<file path="src/rtl/ysyx_23060061_mem_arbiter.sv">
// Two-master (IFU=m0, LSU=m1) to one-slave memory arbiter, one transaction in flight; ARB_ROUND_ROBIN_EN selects round-robin ties.
// Latency: grant at T, slave request T+1, earliest master response T+3, earliest next grant T+4.
// Backpressure: loser sees req_ready=0 and holds; slave/master stalls hold state, watchdog turns a stalled slave into err.
module ysyx_23060061_mem_arbiter #(
    parameter int ADDR_W  = 32,
    parameter int DATA_W  = 32,
    parameter int TIMEOUT = 255
) (
    input  logic                clk,
    input  logic                rst,
    input  logic                m0_req_valid,
    output logic                m0_req_ready,
    input  logic [ADDR_W-1:0]   m0_req_addr,
    input  logic                m0_req_wen,
    input  logic [DATA_W-1:0]   m0_req_wdata,
    input  logic [DATA_W/8-1:0] m0_req_wstrb,
    output logic                m0_rsp_valid,
    input  logic                m0_rsp_ready,
    output logic [DATA_W-1:0]   m0_rsp_rdata,
    output logic                m0_rsp_err,
    input  logic                m1_req_valid,
    output logic                m1_req_ready,
    input  logic [ADDR_W-1:0]   m1_req_addr,
    input  logic                m1_req_wen,
    input  logic [DATA_W-1:0]   m1_req_wdata,
    input  logic [DATA_W/8-1:0] m1_req_wstrb,
    output logic                m1_rsp_valid,
    input  logic                m1_rsp_ready,
    output logic [DATA_W-1:0]   m1_rsp_rdata,
    output logic                m1_rsp_err,
    output logic                s_req_valid,
    input  logic                s_req_ready,
    output logic [ADDR_W-1:0]   s_req_addr,
    output logic                s_req_wen,
    output logic [DATA_W-1:0]   s_req_wdata,
    output logic [DATA_W/8-1:0] s_req_wstrb,
    input  logic                s_rsp_valid,
    output logic                s_rsp_ready,
    input  logic [DATA_W-1:0]   s_rsp_rdata,
    input  logic                s_rsp_err
);
    localparam int STRB_W = DATA_W / 8;
    localparam int CNT_W  = (TIMEOUT > 2) ? $clog2(TIMEOUT) : 1;
    localparam logic [CNT_W-1:0] CNT_LAST = CNT_W'(TIMEOUT - 1);

    localparam logic [1:0] S_IDLE = 2'd0;
    localparam logic [1:0] S_SEND = 2'd1;
    localparam logic [1:0] S_WAIT = 2'd2;
    localparam logic [1:0] S_RESP = 2'd3;

    logic [1:0]        state;
    logic              owner;
    logic              pend_drop;
    logic [CNT_W-1:0]  cnt;
    logic [ADDR_W-1:0] addr_q;
    logic              wen_q;
    logic [DATA_W-1:0] wdata_q;
    logic [STRB_W-1:0] wstrb_q;
    logic [DATA_W-1:0] rdata_q;
    logic              err_q;

    logic grant_en;
    logic pick1;
    logic any_grant;
    logic timeout;
    logic owner_rsp_ready;

    // Gating with rst keeps req_ready at its reset value while reset is held.
    assign grant_en = rst && (state == S_IDLE) && !pend_drop;

`ifdef ARB_ROUND_ROBIN_EN
    logic last_grant;
    assign pick1 = m1_req_valid && (!m0_req_valid || !last_grant);
`else
    assign pick1 = m1_req_valid;
`endif

    assign m1_req_ready    = grant_en && pick1;
    assign m0_req_ready    = grant_en && m0_req_valid && !pick1;
    assign any_grant       = m0_req_ready || m1_req_ready;
    assign timeout         = (cnt == CNT_LAST);
    assign owner_rsp_ready = owner ? m1_rsp_ready : m0_rsp_ready;

    always_ff @(posedge clk or negedge rst) begin
        if (!rst) begin
            state     <= S_IDLE;
            owner     <= 1'b0;
            pend_drop <= 1'b0;
            cnt       <= '0;
            addr_q    <= '0;
            wen_q     <= 1'b0;
            wdata_q   <= '0;
            wstrb_q   <= '0;
            rdata_q   <= '0;
            err_q     <= 1'b0;
`ifdef ARB_ROUND_ROBIN_EN
            last_grant <= 1'b1;
`endif
        end else begin
            // A late response after a WAIT timeout is swallowed here.
            if (pend_drop && s_rsp_valid) begin
                pend_drop <= 1'b0;
            end
            case (state)
                S_IDLE: begin
                    if (any_grant) begin
                        owner   <= m1_req_ready;
                        addr_q  <= m1_req_ready ? m1_req_addr  : m0_req_addr;
                        wen_q   <= m1_req_ready ? m1_req_wen   : m0_req_wen;
                        wdata_q <= m1_req_ready ? m1_req_wdata : m0_req_wdata;
                        wstrb_q <= m1_req_ready ? m1_req_wstrb : m0_req_wstrb;
                        cnt     <= '0;
                        state   <= S_SEND;
`ifdef ARB_ROUND_ROBIN_EN
                        last_grant <= m1_req_ready;
`endif
                    end
                end
                S_SEND: begin
                    cnt <= cnt + 1'b1;
                    if (s_req_ready) begin
                        state <= S_WAIT;
                    end else if (timeout) begin
                        rdata_q <= '0;
                        err_q   <= 1'b1;
                        state   <= S_RESP;
                    end
                end
                S_WAIT: begin
                    cnt <= cnt + 1'b1;
                    if (s_rsp_valid) begin
                        rdata_q <= s_rsp_rdata;
                        err_q   <= s_rsp_err;
                        state   <= S_RESP;
                    end else if (timeout) begin
                        rdata_q   <= '0;
                        err_q     <= 1'b1;
                        pend_drop <= 1'b1;
                        state     <= S_RESP;
                    end
                end
                default: begin
                    if (owner_rsp_ready) begin
                        state <= S_IDLE;
                    end
                end
            endcase
        end
    end

    assign s_req_valid  = (state == S_SEND);
    assign s_req_addr   = addr_q;
    assign s_req_wen    = wen_q;
    assign s_req_wdata  = wdata_q;
    assign s_req_wstrb  = wstrb_q;
    assign s_rsp_ready  = (state == S_WAIT) || pend_drop;

    assign m0_rsp_valid = (state == S_RESP) && !owner;
    assign m1_rsp_valid = (state == S_RESP) && owner;
    assign m0_rsp_rdata = rdata_q;
    assign m1_rsp_rdata = rdata_q;
    assign m0_rsp_err   = err_q;
    assign m1_rsp_err   = err_q;
endmodule

</file>
<file path="config.mk">
export PLATFORM = sky130hd
export DESIGN_NAME = ysyx_23060061_mem_arbiter
export DESIGN_NICKNAME = d
export VERILOG_FILES = /design/src/rtl/ysyx_23060061_mem_arbiter.sv
export SDC_FILE = /design/constraint.sdc
export NUM_CORES = 1
export LEC_CHECK = 0
export BUFFER_PORTS_ARGS = -buffer_cell sky130_fd_sc_hd__buf_4
export CORE_AREA = 3 3 125 127
export CTS_BUF_LIST = sky130_fd_sc_hd__clkbuf_2 sky130_fd_sc_hd__clkbuf_4 sky130_fd_sc_hd__clkbuf_8
export CTS_CLUSTER_DIAMETER = 80
export DETAILED_ROUTE_END_ITERATION = 10
export DIE_AREA = 0 0 128 130
export GPL_ROUTABILITY_DRIVEN = 0
export HOLD_SLACK_MARGIN = 0.02
export PLACE_DENSITY = 0.74
export SLEW_MARGIN = 5
export SYNTH_ARGS = -nofsm -noshare
export SYNTH_HDL_FRONTEND = slang
export SYNTH_SLANG_ARGS = --single-unit
</file>
<file path="constraint.sdc">
create_clock -name clk -period 1.85 [get_ports clk]
set_clock_uncertainty 0.15 [all_clocks]
set_input_delay 0.37 -clock clk [delete_from_list [all_inputs] [get_ports clk]]
set_output_delay 0.37 -clock clk [all_outputs]
set_load 0.05 [all_outputs]
</file>
==> results.json, run 1 <==
{
  "ant_nets": 0,
  "synthAdderAreaFrac_pct": 1.61,
  "vdd_drop_max_mv": 1.39,
  "p_seq_share_pct": 23.4,
  "setup_tns_ns": -15.65,
  "synthSimpleGateAreaFrac_pct": 9.28,
  "cts_tree": "done",
  "maxCapViolCount": 0,
  "cts_buffers": 17,
  "grtUsageTotal_pct": 20.7,
  "synth_enable_flop_cells": 0,
  "diodes": 0,
  "async_reset_ff_share_pct": 100,
  "core-area_um2": 14500,
  "ys_types": 32,
  "setup_violations": 97,
  "required_ns": 1.33,
  "wl_per_cell_um": 17.5,
  "synth_compound_area_share_pct": 14.7,
  "rows": 44,
  "yosysSeqAreaShare_pct": 52.5,
  "fin_nets": 1051,
  "dieArea_um2": 16600,
  "synth_cells": 505,
  "cp_max_fo": 6,
  "fillers": 1121,
  "grt_max_degree": 115,
  "initial_utilization_pct": 37.4,
  "overflow": 0,
  "clockRootBuffer": "clkbuf_8",
  "drt_iter0_drc": 242,
  "vias": 5201,
  "drt_drc_violations_left": 0,
  "worstSkewPairLatency_ns": 0.42,
  "setup_ws_ns": -0.314,
  "synth.largest_area_cell": "dfrtp_1",
  "slew_headroom_pct": 60.1,
  "fp.dieW_um": 128,
  "portBuffers": 319,
  "synth_nets": 691,
  "area_delta_synth_final_pct": 74.7,
  "htreeDepth": 4,
  "cp-start-kind": "flop",
  "grt_antenna_before_repair": 0,
  "status": "finished with violations",
  "cts_buffer_depth": 2,
  "syn_area_per_cell_um2": 10.8,
  "drive_gt1_share_pct": 52.1,
  "p_per_area_nw_per_um2": 2060,
  "ff_latch_area_um2": 2850,
  "synth_top_family_by_area": "compound AO/OA/AOI/OAI gates",
  "cts_sinks": 114,
  "synth_most_common_cell": "dfrtp_1",
  "rsz0062_at_grt": "true",
  "synth-xor-area-share_pct": 0,
  "synth_area_um2": 5430,
  "violations": "setup timing",
  "yosysWarnings": 0,
  "ioPinCount": 320,
  "clock.fmax_mhz": 462,
  "p_leak_nw": 4.80,
  "hpwl_um": 12300,
  "slew_viol_final": 0,
  "synth_top_cell_area_share_pct": 52.5,
  "synth_area_leaders": "dfrtp_1 (52%), mux2i_1 (13%), a21oi_1 (7.0%), buf_4 (5.7%), a22o_1 (5.6%)",
  "switching_power_mw": 10.1,
  "grt_pass1_vias": 5230,
  "firstDrtPassIters": 4,
  "fin_crit_ns": 2.16,
  "grt_pass1_wl_um": 27000,
  "muxShareOfSynthArea_pct": 12.9,
  "pwr-share-comb_pct": 63.5,
  "min_path_type": "in2async",
  "clkTransAtPathRegs_ns": 0.07,
  "ys_ff_latch": 114,
  "wl_um": 18600,
  "multi_input_area_um2": 2400,
  "criticalPathCategory": "reg2out",
  "crit_arrival_ns": 1.64,
  "hold_viol": 0,
  "vias_per_cell": 4.90,
  "intPower_mw": 9.51,
  "dpl_worst_slack_ns": -0.0601,
  "tightest_slew_ns": 0.598,
  "ys.flop_type": "dfrtp_1",
  "synthTopCellsByCount": "dfrtp_1 (114), nor2_1 (77), a21oi_1 (76)",
  "cp-end-kind": "output pin",
  "post-route-period-util_pct": 117,
  "netSwitchingFraction_pct": 51.4,
  "fp.dieH_um": 130,
  "p_clk_share_pct": 13.1
}
-- cell families after synthesis --
logic type / Yosys count
AO/OA/AOI/OAI: 129
AND/OR/NAND/NOR: 115
flip-flops: 114
buffers and inverters: 70
multiplexers: 70
adder cells (fa/ha/maj): 7
-- layout by cell type (no fill, tap or decap), types with 14 or more instances in the layout --
master	n
clkbuf_8	18
nor2_1	74
a22o_1	35
buf_4	329
a21oi_1	63
mux2i_1	49
buf_12	14
dlygate4sd3_1	34
dfrtp_1	114
-- path summary, 6_finish.rpt --
kind | start | end | slack (ns) | depth (start not counted)
setup reg to reg | state[0] | s_req_addr[10] | -0.29 | 11
max in group asynchronous | rst | s_req_addr[30] | 1.08 | 3
min in group clk | m1_req_wdata[12] | s_req_wdata[12] | 0.07 | 3
setup / recovery | state[1] | s_rsp_ready | -0.31 | 4
hold reg to reg | s_req_wdata[1] | s_req_wdata[1] | 0.38 | 2
hold / removal | rst | s_req_wdata[1] | 0.03 | 3
-- timing repair --
item	CTS	global route
hold buffers	34	0
gates resized for setup	50	71
buffers inserted	18	6
pin swaps	36	31
endpoints found under the hold margin	34	0
setup endpoints to repair	72	114
gates cloned	5	5
-- stage by stage --
stage / util [%] / hold WS, ns / power (mW) / instance area, um2 / cells
floorplan: - / -0.0756 / 12.8 / 5480 / 505
global placement: 54.3 / 0.359 / 15.9 / 7900 / 971
detailed placement: 54.3 / 0.364 / 16.1 / 7900 / 971
CTS: 63.1 / 0.0380 / 19.3 / 9170 / 1058
global route: 65.3 / 0.0440 / 20.5 / 9490 / 1062
finish: 65.3 / 0.0275 / 19.6 / 9490 / 1062
-- registers in the layout, indices dropped and copies added (netlist names) --
| signal | count |
|---|---|
| owner | 1 |
| m0_rsp_rdata | 32 |
| s_req_wstrb | 4 |
| cnt | 8 |
| s_req_wdata | 32 |
| s_req_wen | 1 |
| s_req_addr | 32 |
| m0_rsp_err | 1 |
| pend_drop | 1 |
| state | 2 |
-- metal layers --
metal	GRT usage (%)	share of wire (%)	vias up
met4	7.37	1.9	0
li1	-	-	2454
met2	36.6	53	218
met5	0	0	-
met3	6.34	7.3	32
met1	24.0	38	2497
-- critical path: stages (launching register included) --
cell and delay, ns:
dfrtp_1 0.40, buf_4 0.15, ha_2 0.20, or2_2 0.31
buf_6 0.16
-- layout make-up --
| type | instances | share of cell area, % |
|---|---|---|
| clock inverters | 11 | 1.69 |
| inverters | 6 | 0.277 |
| well taps | 184 | 2.43 |
| repair buffers | 405 | 37.5 |
| flip-flops and latches | 114 | 30.1 |
| clock buffers | 21 | 2.85 |
| multi-input cells | 321 | 25.3 |
-- power by group through the flow --
stage | Clock, mW | Combinational (mW) | Sequential, mW
floorplan | 0 | 4.47 | 8.35
global placement | 0 | 11.4 | 4.56
detailed placement | 0 | 11.5 | 4.57
CTS | 2.61 | 12.1 | 4.57
global route | 2.73 | 13.0 | 4.74
finish | 2.56 | 12.4 | 4.59
Power figures use the tool's default switching activity.
==> run 2, diff against run 1 <==
- ABC_AREA: unset -> 1
- CORE_AREA: 3 3 125 127 -> 3 3 122 124
- DIE_AREA: 0 0 128 130 -> 0 0 125 127
- PLACE_DENSITY: 0.74 -> 0.78
==> results.json, run 2 <==
{
  "dpl_worst_slack_ns": 0.00729,
  "synth_enable_flop_cells": 0,
  "overflow": 0,
  "portBuffers": 319,
  "ys_ff_latch": 114,
  "cts_buffer_depth": 2,
  "grt_antenna_before_repair": 0,
  "cp-start-kind": "flop",
  "drive_gt1_share_pct": 37.3,
  "yosysWarnings": 0,
  "clkTransAtPathRegs_ns": 0.07,
  "cp-end-kind": "output pin",
  "maxCapViolCount": 0,
  "setup_ws_ns": -0.176,
  "crit_chain": "inv_2 > ha_4 > nand2_4 > nor2_4 > nand2_4 > inv_4 > buf_12",
  "diodes": 0,
  "synth_most_common_cell": "nand2_1",
  "rsz0062_at_grt": "true",
  "required_ns": 1.33,
  "ioPinCount": 320,
  "slowest_stage": "dfrtp_1",
  "worstSkewPairLatency_ns": 0.43,
  "final_cell_mix": "buf_4 (324), nand2_1 (273), dfrtp_1 (114)",
  "vias_per_cell": 5.08,
  "setup_violations": 6,
  "synth_top_cell_area_share_pct": 52.1,
  "hold_viol": 0,
  "synth_nets": 863,
  "clock.fmax_mhz": 494,
  "syn_area_per_cell_um2": 8.09,
  "fp.dieW_um": 125,
  "core-area_um2": 13900,
  "post-route-period-util_pct": 110,
  "whs_ns": 0.0563,
  "violations": "setup timing",
  "fin_crit_ns": 2.03,
  "ys.flop_type": "dfrtp_1",
  "cts_tree": "done",
  "cts_buffers": 17,
  "p_leak_nw": 4.82,
  "crit_arrival_ns": 1.51,
  "tightest_slew_ns": 0.557,
  "synth_cells": 677,
  "rows": 43,
  "synth_area_um2": 5480,
  "status": "finished with violations",
  "slowest_delay_ns": 0.39,
  "slew_headroom_pct": 62.9,
  "drt_iter0_drc": 394,
  "vdd_drop_max_mv": 0.993,
  "final_common_cell": "buf_4",
  "initial_utilization_pct": 39.5,
  "fin_nets": 1264,
  "wl_per_cell_um": 17.6,
  "slew_viol_final": 0,
  "drt_drc_violations_left": 0,
  "htreeDepth": 4,
  "grtUsageTotal_pct": 24.6,
  "synthTopCellsByCount": "nand2_1 (275), dfrtp_1 (114), nor2_1 (80)",
  "firstDrtPassIters": 5,
  "ant_nets": 0,
  "dieArea_um2": 15900,
  "path_delay_family": "flip-flops",
  "fp.dieH_um": 127,
  "path_common_cell": "nand2_4",
  "async_reset_ff_share_pct": 100,
  "synth.largest_area_cell": "dfrtp_1",
  "criticalPathCategory": "reg2out",
  "p_per_area_nw_per_um2": 1920,
  "min_path_type": "in2reg",
  "ys_types": 26,
  "clockRootBuffer": "clkbuf_8",
  "cts_sinks": 114,
  "cp_max_fo": 3,
  "hpwl_um": 13100,
  "grt_pass1_vias": 6228,
  "synth_area_leaders": "dfrtp_1 (52%), nand2_1 (19%), a31oi_1 (7.9%), nor2_1 (5.5%), buf_4 (5.2%)",
  "vias": 6442,
  "grt_pass1_wl_um": 31400,
  "yosysSeqAreaShare_pct": 52.1,
  "area_delta_synth_final_pct": 75.9,
  "grt_max_degree": 102,
  "wl_um": 22400,
  "cp_num_buf_inv": 3
}
-- run 2: changes by cell type in the layout (fill, tap and decap cells not counted), moves of 6 or more --
cell,previous run,this run
buf_8,8,1
nand2_1,9,273
mux2i_4,11,0
nand3_1,3,10
a21oi_2,12,1
inv_1,3,18
mux2i_2,10,0
a21oi_1,63,3
a31oi_1,0,68
dlygate4sd3_1,34,98
nand2b_1,6,0
a22o_1,35,0
mux2i_1,49,0
buf_12,14,8
-- run 2: layout make-up --
class | count | area [um2]
repair buffers | 451 | 3970
clock buffers | 19 | 262
multi-input cells | 471 | 2170
inverters | 23 | 93.8
flip-flops and latches | 114 | 2850
clock inverters | 11 | 66.3
fillers | 1005 | 4240
well taps | 180 | 225
-- run 2: kinds of logic (layout without fill, tap and decap cells) --
family	count (synthesis)	after routing	share of synthesized area (%)
xor gates and xnor gates	1	1	0.160
AOI/OAI and AO/OA	86	86	9.63
DFF	114	114	52.1
buffers and inverters	92	504	10.0
adders and majority gates	7	7	1.60
and+or+nand+nor	377	377	26.6
-- run 2: repair_timing --
item                                    in CTS  in global routing
resized for setup                           21                 13
hold endpoints to repair                   199                  0
hold buffers                                98                  0
cloned                                       0                 12
endpoints found under the setup margin       6                 76
pin swaps                                    6                  6
setup buffers                                4                  4
-- run 2: final timing paths --
path	from	to	slack, ns	cells past startpoint
max	state[0]	m1_req_ready	-0.18	7
min	m1_req_addr[7]	s_req_addr[7]	0.06	3
max reg2reg	state[0]	s_req_wdata[7]	0.02	9
min reg2reg	m0_rsp_rdata[2]	m0_rsp_rdata[2]	0.36	2
max in group asynchronous	rst	s_req_wdata[15]	0.59	3
min in group asynchronous	rst	state[1]	0.43	3
-- run 2: worst reg2reg max path: stages (launching register included) --
cell       delay, ns
dfrtp_1         0.37
inv_2           0.07
ha_4            0.18
nand2_4         0.06
nor2_4          0.04
nand2_1         0.15
clkinv_4        0.17
buf_4           0.19
clkbuf_16       0.17
a31oi_1         0.21
-- run 2: layer usage --
| layer | global-route usage [%] | share of wire (%) |
|---|---|---|
| met5 | 0 | 0 |
| met4 | 11.7 | 4.5 |
| met3 | 8.44 | 9.5 |
| met2 | 43.3 | 49 |
| met1 | 26.6 | 37 |
-- run 2: report_power, final --
part | switching, mW | leakage, nW | internal, mW | total, mW
logic | 8.20 | 3.33 | 3.73 | 11.9
clock network | 1.02 | 0.169 | 0.962 | 1.98
registers | 0.900 | 1.32 | 3.67 | 4.57
-- run 2: metrics by stage --
stage,cells,setup TNS (ns),power (mW),util (%),cell area [um2]
6_report,1269,-0.688,18.5,69.5,9640
5_1_grt,1269,-3.34,19.4,69.5,9640
4_1_cts,1255,-1.02,18.0,67.0,9310
3_5_place_dp,1123,0,15.6,56.8,7880
3_3_place_gp,1123,0,15.5,56.8,7880
2_1_floorplan,677,-0.0799,12.4,-,5490
